`src/rtl/emoji_pkg.sv`:
```
// Shared definitions for the board-to-board emoji link (transmitter and deframer).
package emoji_pkg;
  localparam int   EMOJI_W    = 4;
  localparam int   FRAME_BITS = 7;
  localparam logic LINE_IDLE  = 1'b1;

  typedef enum logic [2:0] {
    IDLE   = 3'd0,
    START  = 3'd1,
    DATA   = 3'd2,
    PARITY = 3'd3,
    STOP   = 3'd4
  } tx_state_e;

  // Even parity: data plus this bit always carries an even count of ones.
  function automatic logic even_parity(input logic [EMOJI_W-1:0] d);
    return ^d;
  endfunction
endpackage

```
`src/rtl/emoji_serial_tx_baud.sv`:
```
// Bit-period timer: one-cycle tick every CLKS_PER_BIT cycles, held at zero while clear is high.
module baud_tick_gen #(
  parameter int CLKS_PER_BIT = 5208
) (
  input  logic FPGA_clock,
  input  logic reset,
  input  logic clear,
  output logic tick
);
  localparam int            CW   = (CLKS_PER_BIT > 1) ? $clog2(CLKS_PER_BIT) : 1;
  localparam logic [CW-1:0] LAST = CW'(CLKS_PER_BIT - 1);

  logic [CW-1:0] cnt_q, cnt_d;

  assign tick = !clear && (cnt_q == LAST);

  always_comb begin
    cnt_d = cnt_q + CW'(1);
    if (tick || clear) cnt_d = '0;
  end

  always_ff @(posedge FPGA_clock) begin
    if (reset) cnt_q <= '0;
    else       cnt_q <= cnt_d;
  end
endmodule

```
`src/rtl/emoji_serial_tx.sv`:
```
// Serial emoji transmitter: start, 4 data bits LSB first, even parity, stop.
module emoji_serial_tx
  import emoji_pkg::*;
#(
  parameter int CLKS_PER_BIT = 5208,
  parameter bit AUTO_SEND    = 1'b0
) (
  input  logic               FPGA_clock,
  input  logic               reset,
  input  logic [EMOJI_W-1:0] emoji_in,
  input  logic               send,
  output logic               busy,
  output logic               done,
  output logic               tx_line
);
  localparam int          BW       = $clog2(EMOJI_W);
  localparam logic [BW-1:0] LAST_BIT = BW'(EMOJI_W - 1);

  tx_state_e          state_q, state_d;
  logic [BW-1:0]      bit_cnt_q, bit_cnt_d;
  logic [EMOJI_W-1:0] shreg_q, shreg_d;
  logic [EMOJI_W-1:0] last_q, last_d;
  logic               par_q, par_d;
  logic               tx_q, tx_d;
  logic               done_q, done_d;
  logic               tick, trig;

  baud_tick_gen #(.CLKS_PER_BIT(CLKS_PER_BIT)) u_baud (
    .FPGA_clock (FPGA_clock),
    .reset      (reset),
    .clear      (state_q == IDLE),
    .tick       (tick)
  );

  assign trig    = send || (AUTO_SEND && (emoji_in != last_q));
  assign busy    = (state_q != IDLE);
  assign done    = done_q;
  assign tx_line = tx_q;

  always_comb begin
    state_d   = state_q;
    bit_cnt_d = bit_cnt_q;
    shreg_d   = shreg_q;
    last_d    = last_q;
    par_d     = par_q;
    tx_d      = tx_q;
    done_d    = 1'b0;
    case (state_q)
      IDLE: if (trig) begin
        state_d = START;
        shreg_d = emoji_in;
        last_d  = emoji_in;
        par_d   = even_parity(emoji_in);
        tx_d    = 1'b0;
      end
      START: if (tick) begin
        state_d   = DATA;
        bit_cnt_d = '0;
        tx_d      = shreg_q[0];
      end
      DATA: if (tick) begin
        if (bit_cnt_q == LAST_BIT) begin
          state_d = PARITY;
          tx_d    = par_q;
        end else begin
          bit_cnt_d = bit_cnt_q + BW'(1);
          shreg_d   = shreg_q >> 1;
          tx_d      = shreg_q[1];
        end
      end
      PARITY: if (tick) begin
        state_d = STOP;
        tx_d    = LINE_IDLE;
      end
      STOP: if (tick) begin
        state_d = IDLE;
        tx_d    = LINE_IDLE;
        done_d  = 1'b1;
      end
      default: begin
        state_d = IDLE;
        tx_d    = LINE_IDLE;
      end
    endcase
  end

  always_ff @(posedge FPGA_clock) begin
    if (reset) begin
      state_q   <= IDLE;
      bit_cnt_q <= '0;
      shreg_q   <= '0;
      last_q    <= '0;
      par_q     <= 1'b0;
      tx_q      <= LINE_IDLE;
      done_q    <= 1'b0;
    end else begin
      state_q   <= state_d;
      bit_cnt_q <= bit_cnt_d;
      shreg_q   <= shreg_d;
      last_q    <= last_d;
      par_q     <= par_d;
      tx_q      <= tx_d;
      done_q    <= done_d;
    end
  end
endmodule
```
`config.mk`:
```
export PLATFORM = sky130hd
export DESIGN_NAME = emoji_serial_tx
export DESIGN_NICKNAME = d
export VERILOG_FILES = /design/src/rtl/emoji_pkg.sv /design/src/rtl/emoji_serial_tx_baud.sv /design/src/rtl/emoji_serial_tx.sv
export SDC_FILE = /design/constraint.sdc
export NUM_CORES = 1
export LEC_CHECK = 0
export ABC_AREA = 1
export BUFFER_PORTS_ARGS = -buffer_cell sky130_fd_sc_hd__buf_2
export CELL_PAD_IN_SITES_DETAIL_PLACEMENT = 1
export CELL_PAD_IN_SITES_GLOBAL_PLACEMENT = 2
export CORE_MARGIN = 2
export CORE_UTILIZATION = 35
export CTS_BUF_LIST = sky130_fd_sc_hd__clkbuf_2
export CTS_CLUSTER_DIAMETER = 200
export DETAILED_ROUTE_END_ITERATION = 8
export PLACE_DENSITY_LB_ADDON = 0.1
export SYNTH_ARGS = -nofsm -noshare
export SYNTH_HDL_FRONTEND = slang
export SYNTH_SLANG_ARGS = --single-unit
export TNS_END_PERCENT = 20
```
`constraint.sdc`:
```
create_clock -name FPGA_clock -period 1.8 [get_ports FPGA_clock]
set_clock_uncertainty 0.15 [all_clocks]
set_input_delay 0 -clock FPGA_clock [delete_from_list [all_inputs] [get_ports FPGA_clock]]
set_output_delay 0 -clock FPGA_clock [all_outputs]
set_load 0.1 [all_outputs]
```
### After elaboration in Yosys (flattened, before gate mapping)

Cells that the tools add are included.

* add/subtract/negate cells: 2
* bitwise operators: 1
* muxes and demuxes: 22
* reductions and logical operators: 16
* eq/ne operators: 14

Operators with widths (count)
* 3-bit two-way mux: 6
* 3-bit one-hot mux with 5 select lines: 1
* 13-bit by 1-bit adder with 13-bit output, second input constant: 1
* 13-bit == test, second input constant: 1
* 4-bit two-way mux: 3
* 4-bit AND reduction: 3
* 2-bit by 1-bit != test with 1-bit output, second input constant: 5
* 4-bit one-hot mux with 2 select lines: 1
* 3-bit by 2-bit == test with 1-bit output, second input constant: 2
* 1-bit two-way mux: 6
* 2-bit two-way mux: 3
* 2-bit != test, second input constant: 3
* 6-bit AND reduction: 1
* 2-bit OR reduction: 3
* 1-bit one-hot mux with 4 select lines: 1
* 2-bit one-hot mux with 2 select lines: 1
* 2-bit nonzero test: 2
* 4-bit parity: 1
* 3-bit by 1-bit == test with 1-bit output, second input constant: 1
* 3-bit == test, second input constant: 1
* 3-bit logical NOT: 1
* 3-bit nonzero test: 1
* 2-bit by 1-bit adder with 2-bit output, second input constant: 1
* 2-bit == test, second input constant: 1
* 5 further kinds: 5

* input port bits: 7
* register bits after elaboration: 25
* output and inout port bits: 3

### Logic depth before layout (Yosys ltp)

Gate-level depths: netlist (run 1).

* depth after elaboration: 5
* mapped depth: 9
* gate-level depth less buffers: 9

### By module

From an unflattened synthesis (run 1), not the netlist that was laid out.

* cell total of the unflattened synthesis: 211
* area total of the unflattened synthesis: 1426.4 um^2

Modules (own cells, without submodules)
* emoji_serial_tx: times used 1, area an instance 767.0 um^2, cells an instance 115, seq. area each 240.2 um^2
* baud_tick_gen: times used 1, area an instance 659.4 um^2, cells an instance 96, seq. area each 260.2 um^2

### Worst setup path after synthesis (run 1)

Ideal clock, no wire load.

* path kind: reg2reg
* start: register u_baud.cnt_q[0]
* end: register u_baud.cnt_q[10]
* stages on the path, launching flop included: 7
* clock period less this slack: 1478 ps
* arrival: 1262 ps
* required time: 1584 ps
* path slack: 322 ps
* cells stage by stage: dfxtp_1 -> ha_1 -> nand2_2 -> nor3_4 -> nand2_2 -> or2_0 -> a21oi_2

* word-level cells in the longest chain between the ends: 4
* elaborated cells on any way between the ends: 5
* those cells by class: 1 x add/sub; 1 x eq/ne; 3 x reduce/logical

Ends and longest elaborated chain
* start, declared: line emoji_serial_tx_baud.sv:13 `logic [CW-1:0] cnt_q, cnt_d;`
* start signal, assigned: line emoji_serial_tx_baud.sv:24 `else cnt_q <= cnt_d;`
* parallel branches: the longest is 4 deep, another holds 13-bit by 1-bit adder with 13-bit output

Parallel ways; which one is timed is not known.
A chain may end at the register's enable or synchronous reset.

### Worst setup path in the final report (run 1)

* start: register state_q[2]
* end: output port busy

* word-level cells in the longest chain between the ends: 1

Ends and longest elaborated chain
* start, declared: line emoji_serial_tx.sv:19 `tx_state_e state_q, state_d;`
* start signal, assigned: line emoji_serial_tx.sv:97 `state_q <= state_d;`
* 3-bit nonzero test: line emoji_serial_tx.sv:36 `assign busy = (state_q != IDLE);`
* end, declared: line emoji_serial_tx.sv:12 `output logic busy,`

Every way passes these cells.

==> results of run 1 <==
==> cells by family after synthesis <==
family                   after synthesis
AO/OA/AOI/OAI                         16
XOR/XNOR                               7
adder cells (fa/ha/maj)                2
buffers and inverters                 38
flip-flops                            25
AND/OR/NAND/NOR                      131
==> sequential cells by signal (all words and copies together) (netlist names) <==
signal        flops
shreg_q           4
u_baud.cnt_q     13
tx_line           1
state_q           3
par_q             1
bit_cnt_q         2
done              1
==> repair_timing <==
action / CTS / global route
buffers inserted: 0 / 1
hold endpoints to repair: 11 / 0
hold buffers: 6 / 0
setup endpoints to repair: 1 / 12
gates resized for setup: 1 / 4
gates cloned: 0 / 0
==> cell usage in the layout (no fill, tap or decap) <==
master / count
sky130_fd_sc_hd__nand3_4: 2
sky130_fd_sc_hd__buf_4: 4
sky130_fd_sc_hd__clkinv_8: 1
sky130_fd_sc_hd__o21ai_0: 5
sky130_fd_sc_hd__a21oi_2: 2
sky130_fd_sc_hd__nor2_2: 2
sky130_fd_sc_hd__nand4_1: 6
sky130_fd_sc_hd__nand3_1: 18
sky130_fd_sc_hd__nand3_2: 2
sky130_fd_sc_hd__nor3_4: 1
sky130_fd_sc_hd__nor2_8: 1
sky130_fd_sc_hd__dfxtp_1: 23
sky130_fd_sc_hd__nand3b_1: 2
sky130_fd_sc_hd__inv_1: 29
sky130_fd_sc_hd__xnor2_1: 2
sky130_fd_sc_hd__xor2_1: 5
sky130_fd_sc_hd__buf_2: 8
sky130_fd_sc_hd__nor2_4: 2
sky130_fd_sc_hd__or2_0: 1
sky130_fd_sc_hd__clkbuf_2: 4
sky130_fd_sc_hd__ha_1: 1
sky130_fd_sc_hd__a21oi_1: 8
sky130_fd_sc_hd__nor2_1: 25
sky130_fd_sc_hd__nor3b_2: 1
sky130_fd_sc_hd__dlygate4sd3_1: 6
sky130_fd_sc_hd__o211ai_1: 1
sky130_fd_sc_hd__inv_2: 6
sky130_fd_sc_hd__nor3_1: 6
sky130_fd_sc_hd__nor3b_1: 1
sky130_fd_sc_hd__ha_2: 1
sky130_fd_sc_hd__dfxtp_2: 2
sky130_fd_sc_hd__nand2_1: 52
sky130_fd_sc_hd__nand2_4: 5
sky130_fd_sc_hd__nand2_2: 4
==> path summary, 6_finish.rpt <==
check | cells after the start | slack [ps] | startpoint | endpoint
worst max-delay path | 5 | 90 | state_q[2] | busy
worst min-delay path | 3 | 230 | reset | state_q[0]
worst max register to register | 6 | 160 | u_baud.cnt_q[0] | u_baud.cnt_q[10]
worst min register to register | 1 | 300 | u_baud.cnt_q[0] | u_baud.cnt_q[0]
==> power by group <==
part | internal, W | total [W] | switching, W
sequential | 0.000674 | 0.000776 | 0.000102
clock | 0.0000585 | 0.000249 | 0.000190
combinational | 0.000567 | 0.00181 | 0.00125
total | 0.00130 | 0.00284 | 0.00154
==> critical path: cells and delay by family, from the launching register on <==
family / cells / cell delay (ps)
buf+inv: 3 / 450
flops: 1 / 550
simple gates: 2 / 190
==> metal layers <==
metal	share of wire	vias to the layer above	GRT usage	wire (µm)
met5	0	-	0	0
met4	0.010	0	0.04487	40
met3	0.013	5	0.02597	49
met2	0.47	6	0.2788	1790
met1	0.51	675	0.2384	1929
li1	-	732	-	-
==> final cells by class <==
type,count,area [µm²]
Clock buffer,4,20.02
Fill cell,579,2554
Timing Repair Buffer,18,130.1
Sequential cell,25,503.0
Inverter,36,147.6
Tap cell,52,65.06
Multi-Input combinational cell,156,874.6
==> metrics by stage <==
stage / total power, W / cells / area [µm²] / util
2_1_floorplan: 0.002227 / 219 / 1535 / -
3_3_place_gp: 0.002507 / 280 / 1638 / 0.3814
5_1_grt: 0.003102 / 291 / 1740 / 0.4053
4_1_cts: 0.002835 / 290 / 1720 / 0.4006
6_report: 0.002838 / 291 / 1740 / 0.4053
3_5_place_dp: 0.002551 / 280 / 1638 / 0.3814
==> run_results.csv, run 1 <==
group,metric,value,unit
global_route,track_usage,0.1721,
detailed_routing,drt-initial-drc-count,52,
worst_setup_path,worstPathCellList,"inv_2 -> nand2_4 -> nor2_8 -> clkinv_8 -> buf_4",
sta,whs,227.6,ps
detailed_routing,route.final.wire_length,3810,µm
synthesis,netlist_instances,219,
die,die_area,4932,µm²
die,num_io_pins,10,
global_route,globalRouteOverflowTotal,0,
detailed_routing,detailroute.via_count,1418,
synthesis,ys_async_sr_fraction,0,
synthesis,mappedNetlistArea,1535,µm²
synthesis,synth.avg_cell_area,7.010,µm²
flow_run,max-cap-violations,0,
cells_and_area,finalNetCount,249,
sta,final_hold_viol_count,0,
place,detailed_place_hpwl,2955,µm
clock_network,cts.sink_count,25,
sta,finalSetupTns,0,ps
worst_setup_path,setup.worst_path.start_class,"flop",
worst_setup_path,critPathKind,"flop to output pin",
die,start_util,0.3575,
sta,rsz0062_at_grt,"no",
worst_setup_path,critPathCaptureType,"output pin",
global_route,grt_antenna_before_repair,0,
synthesis,synth_top_area_cell,"sky130_fd_sc_hd__dfxtp_1",
place,placement.setup.worst_slack,74.38,ps
die,die-height,70.23,µm
sta,report.final.setup_viol,0,
sta,post_layout_worst_setup_margin,91.99,ps
synthesis,yosys.area_share.adder,0.01630,
worst_setup_path,worst_path_slowest_cell,"sky130_fd_sc_hd__dfxtp_1",
die,die_width,70.23,µm
sta,transition_time_at_the_pin_with_the_least_slew_margin,482.9,ps
worst_setup_path,worst_ep_required_time,1650,ps
sta,final_min_period_over_clock_period,0.9489,
clock_network,cts.htree.levels,1,
detailed_routing,firstDrtPassIters,4,
synthesis,synth_enable_flop_cells,0,
cells_and_area,antennaDiodeCount,0,
synthesis,synth_compound_gate_area_share,0.05868,
sta,post-route-min-period,1708,ps
synthesis,yosysTopAreaCellShare,0.3260,
worst_setup_path,crit_fanout,5,
clock_network,cts_made_buffers,3,
power,pd_cells,1630,nW/µm²
clock_network,clock_tree.root_cell,"sky130_fd_sc_hd__clkbuf_2",
synthesis,ys_seq_area_frac,0.3260,
synthesis,commonest_cells_post_synth,"sky130_fd_sc_hd__nand2_1 (52), sky130_fd_sc_hd__inv_1 (29), sky130_fd_sc_hd__dfxtp_1 (25), sky130_fd_sc_hd__nor2_1 (25), sky130_fd_sc_hd__nand3_1 (18)",
die,rows,24,
worst_setup_path,worst-endpoint-arrival,1560,ps
power,cellLeakagePower,0.7597,nW
synthesis,synth_most_common_cell,"sky130_fd_sc_hd__nand2_1",
cells_and_area,layout_cell_share_with_drive_strength_beyond_1,0.2008,
power,vdd.ir_drop.worst,0.0007612,V
synthesis,post_synth_and_or_nand_nor_area_fraction,0.4482,
place,place_congestion,0.7909,
sta,slew_violations,0,
clock_network,clk-insertion-delay-late,380,ps
hold_path,holdCritPathClass,"input port to flop",
detailed_routing,post-route-drc-count,0,
synthesis,synth-xor-area-share,0.03993,
synthesis,distinct_cells_synth,29,
synthesis,dominant_combinational_cell_family_by_area_after_synthesis,"simple AND/OR/NAND/NOR gates",
sta,timing.max_slew.rel_slack,0.6803,
synthesis,syn-num-nets,228,
clock_network,clk_pin_slew_worst_paths,250,ps
global_route,largest_net_degree_at_the_start_of_global_routing,14,
global_route,grt_pass1_wl,6879,µm
global_route,grt_pass1_vias,1508,
synthesis,top_cells_by_area_synth,"sky130_fd_sc_hd__dfxtp_1 (33%), sky130_fd_sc_hd__nand2_1 (13%), sky130_fd_sc_hd__inv_1 (7.1%)",
clock_network,cts_tree,"built",
worst_setup_path,max_stage_delay,550,ps
sta,fmax,0.5855,GHz
synthesis,share_of_synthesized_area_spent_on_multiplexers,0,
cells_and_area,syn2layout_area_growth,13.37,%
place,i_o_buffers,9,
detailed_routing,routedWlPerCell,13.09,µm
synthesis,postSynthRegisterBits,25,
die,area_of_the_core_region,4294,µm²
status,status,"finished clean",
detailed_routing,vias_per_cell,4.873,
synthesis,ys.warnings.count,0,
synthesis,synth-main-ff-cell,"sky130_fd_sc_hd__dfxtp_1",
clock_network,cts_buffer_depth,2,
detailed_routing,drtAntennaViolNets,0,
No activity file was read; power rests on OpenSTA's default activity.
==> inputs of run 2 (changes only) <==
PLACE_DENSITY = 0.76   (was not set)
PLACE_DENSITY_LB_ADDON = not set   (was 0.1)
clock period = 1.6 ns   (was 1.8 ns; I/O delays follow)
==> run_results.csv, run 2 (synthesis results as in run 1) <==
group,metric,value,unit
sta,transition_time_at_the_pin_with_the_least_slew_margin,485.7,ps
sta,fmax,0.6505,GHz
cells_and_area,finalNetCount,268,
clock_network,cts.htree.levels,1,
sta,post-route-min-period,1537,ps
cells_and_area,final_cells,310,
cells_and_area,top_regs,"u_baud.cnt_q (13), shreg_q (4), state_q (3)",
flow_run,max-cap-violations,0,
detailed_routing,firstDrtPassIters,4,
power,vdd.ir_drop.worst,0.0007924,V
cells_and_area,syn2layout_area_growth,27.95,%
sta,final_min_period_over_clock_period,0.9609,
detailed_routing,vias_per_cell,4.732,
die,num_io_pins,10,
worst_setup_path,worst-endpoint-arrival,1390,ps
hold_path,holdCritPathClass,"input port to flop",
die,rows,24,
worst_setup_path,worst_path_slowest_cell,"sky130_fd_sc_hd__dfxtp_2",
worst_setup_path,max_stage_delay,400,ps
worst_setup_path,setup.worst_path.start_class,"flop",
die,area_of_the_core_region,4294,µm²
clock_network,clk_pin_slew_worst_paths,250,ps
die,die_area,4932,µm²
global_route,grt_pass1_vias,1589,
sta,report.final.setup_viol,0,
sta,rsz0062_at_grt,"yes",
global_route,largest_net_degree_at_the_start_of_global_routing,14,
clock_network,clk-insertion-delay-late,340,ps
worst_setup_path,worstPathCellList,"inv_2 -> nand2_4 -> nor2_8 -> clkinv_8 -> buf_8 -> buf_12",
sta,timing.max_slew.rel_slack,0.6784,
sta,final_hold_viol_count,0,
power,cellLeakagePower,0.8748,nW
die,start_util,0.3575,
place,i_o_buffers,9,
detailed_routing,drtAntennaViolNets,0,
global_route,globalRouteOverflowTotal,0,
worst_setup_path,startpoint_of_the_most_critical_register_to_register_path,"state_q[2]",
detailed_routing,post-route-drc-count,0,
cells_and_area,final_common_cell,"sky130_fd_sc_hd__nand2_1",
sta,slew_violations,0,
cells_and_area,layout_cell_share_with_drive_strength_beyond_1,0.3217,
place,detailed_place_hpwl,3024,µm
die,die_width,70.23,µm
status,status,"finished clean",
detailed_routing,routedWlPerCell,12.85,µm
place,numPlacedInstances,292,
clock_network,cts_made_buffers,3,
global_route,grt_pass1_wl,6962,µm
clock_network,clock_tree.root_cell,"sky130_fd_sc_hd__clkbuf_2",
detailed_routing,drt-initial-drc-count,24,
global_route,track_usage,0.1740,
clock_network,cts.sink_count,25,
worst_setup_path,worst_ep_required_time,1450,ps
cells_and_area,fillerInstances,560,
detailed_routing,route.final.wire_length,3985,µm
hold_path,hold_path.startpoint,"reset",
cells_and_area,antennaDiodeCount,0,
clock_network,cts_buffer_depth,2,
cells_and_area,post-route-util,0.4575,
power,pd_cells,1861,nW/µm²
worst_setup_path,worst_setup_path_startpoint,"state_q[2]",
detailed_routing,detailroute.via_count,1467,
cells_and_area,mostFrequentLayoutCells,"sky130_fd_sc_hd__nand2_1 (49), sky130_fd_sc_hd__inv_1 (28), sky130_fd_sc_hd__nor2_1 (23), sky130_fd_sc_hd__buf_4 (20), sky130_fd_sc_hd__nand3_1 (17)",
sta,whs,261.2,ps
global_route,grt_antenna_before_repair,0,
die,die-height,70.23,µm
worst_setup_path,critPathKind,"flop to output pin",
worst_setup_path,crit_fanout,3,
clock_network,cts_tree,"built",
hold_path,min_path_cells,3,
place,place_congestion,0.7944,
cells_and_area,register_containing_the_most_flip_flops_in_the_final_layout,"u_baud.cnt_q",
worst_setup_path,critPathCaptureType,"output pin",
cells_and_area,largest_reg_flops,13,
worst_setup_path,reg2reg_depth,10,
==> run 2: cell types whose count changed in the layout (fill, tap and decap cells not counted), moves of 2 or more <==
cell                      delta
sky130_fd_sc_hd__nand2_2     +3
sky130_fd_sc_hd__nor2_1      -2
sky130_fd_sc_hd__buf_4      +16
sky130_fd_sc_hd__dfxtp_2     +8
sky130_fd_sc_hd__dfxtp_1     -9
sky130_fd_sc_hd__buf_12      +2
sky130_fd_sc_hd__nand2_1     -3
==> run 2: area by class of cell <==
| class | instances | area, µm² | area share |
|---|---|---|---|
| Multi-Input combinational cell | 156 | 907.1 | 0.4618 |
| Inverter | 36 | 150.1 | 0.07643 |
| Timing Repair Buffer | 37 | 305.3 | 0.1554 |
| Clock buffer | 4 | 20.02 | 0.01019 |
| Sequential cell | 25 | 516.7 | 0.2631 |
| Tap cell | 52 | 65.06 | 0.03312 |
==> run 2: worst paths after layout <==
kind	to	slack, ps
setup / recovery	busy	60
hold / removal	state_q[0]	260
setup reg to reg	shreg_q[2]	80
hold reg to reg	tx_line	340
==> run 2: timing repair <==
action | 4_1_cts | 5_1_grt
buffers inserted | 0 | 9
resized for setup | 6 | 20
endpoints found under the setup margin | 15 | 23
hold endpoints to repair | 10 | 0
pin swaps | 0 | 13
hold buffers | 6 | 0
==> run 2: per-layer routing <==
layer	GRT usage	vias to the layer above	share of wire
met5	0	-	0
met4	0.06624	0	0.019
met3	0.02886	8	0.020
met2	0.2893	12	0.46
met1	0.2246	679	0.50
li1	-	768	-
==> run 2: per-stage QoR <==
| step | worst slack, ps | area (µm²) | power [W] | TNS (ps) |
|---|---|---|---|---|
| global route | -67.61 | 1964 | 0.004008 | -371.0 |
| finish | 62.64 | 1964 | 0.003656 | 0 |
| floorplan | 122.4 | 1535 | 0.002505 | 0 |
| global placement | -5.400 | 1755 | 0.003052 | -8.333 |
| detailed placement | -25.37 | 1755 | 0.003119 | -49.84 |
| CTS | -36.20 | 1846 | 0.003429 | -36.20 |
==> run 2: worst max-delay path, delay by kind of cell, from the launching register on <==
kind	cells	cell delay, ps
buffers and inverters	4	410
flip-flops	1	400
AND/OR/NAND/NOR	2	230
==> run 2: report_power, final <==
group          switching [W]  internal, W
sequential          0.000116     0.000772
combinational        0.00149      0.00101
clock               0.000197    0.0000660
total                0.00181      0.00185
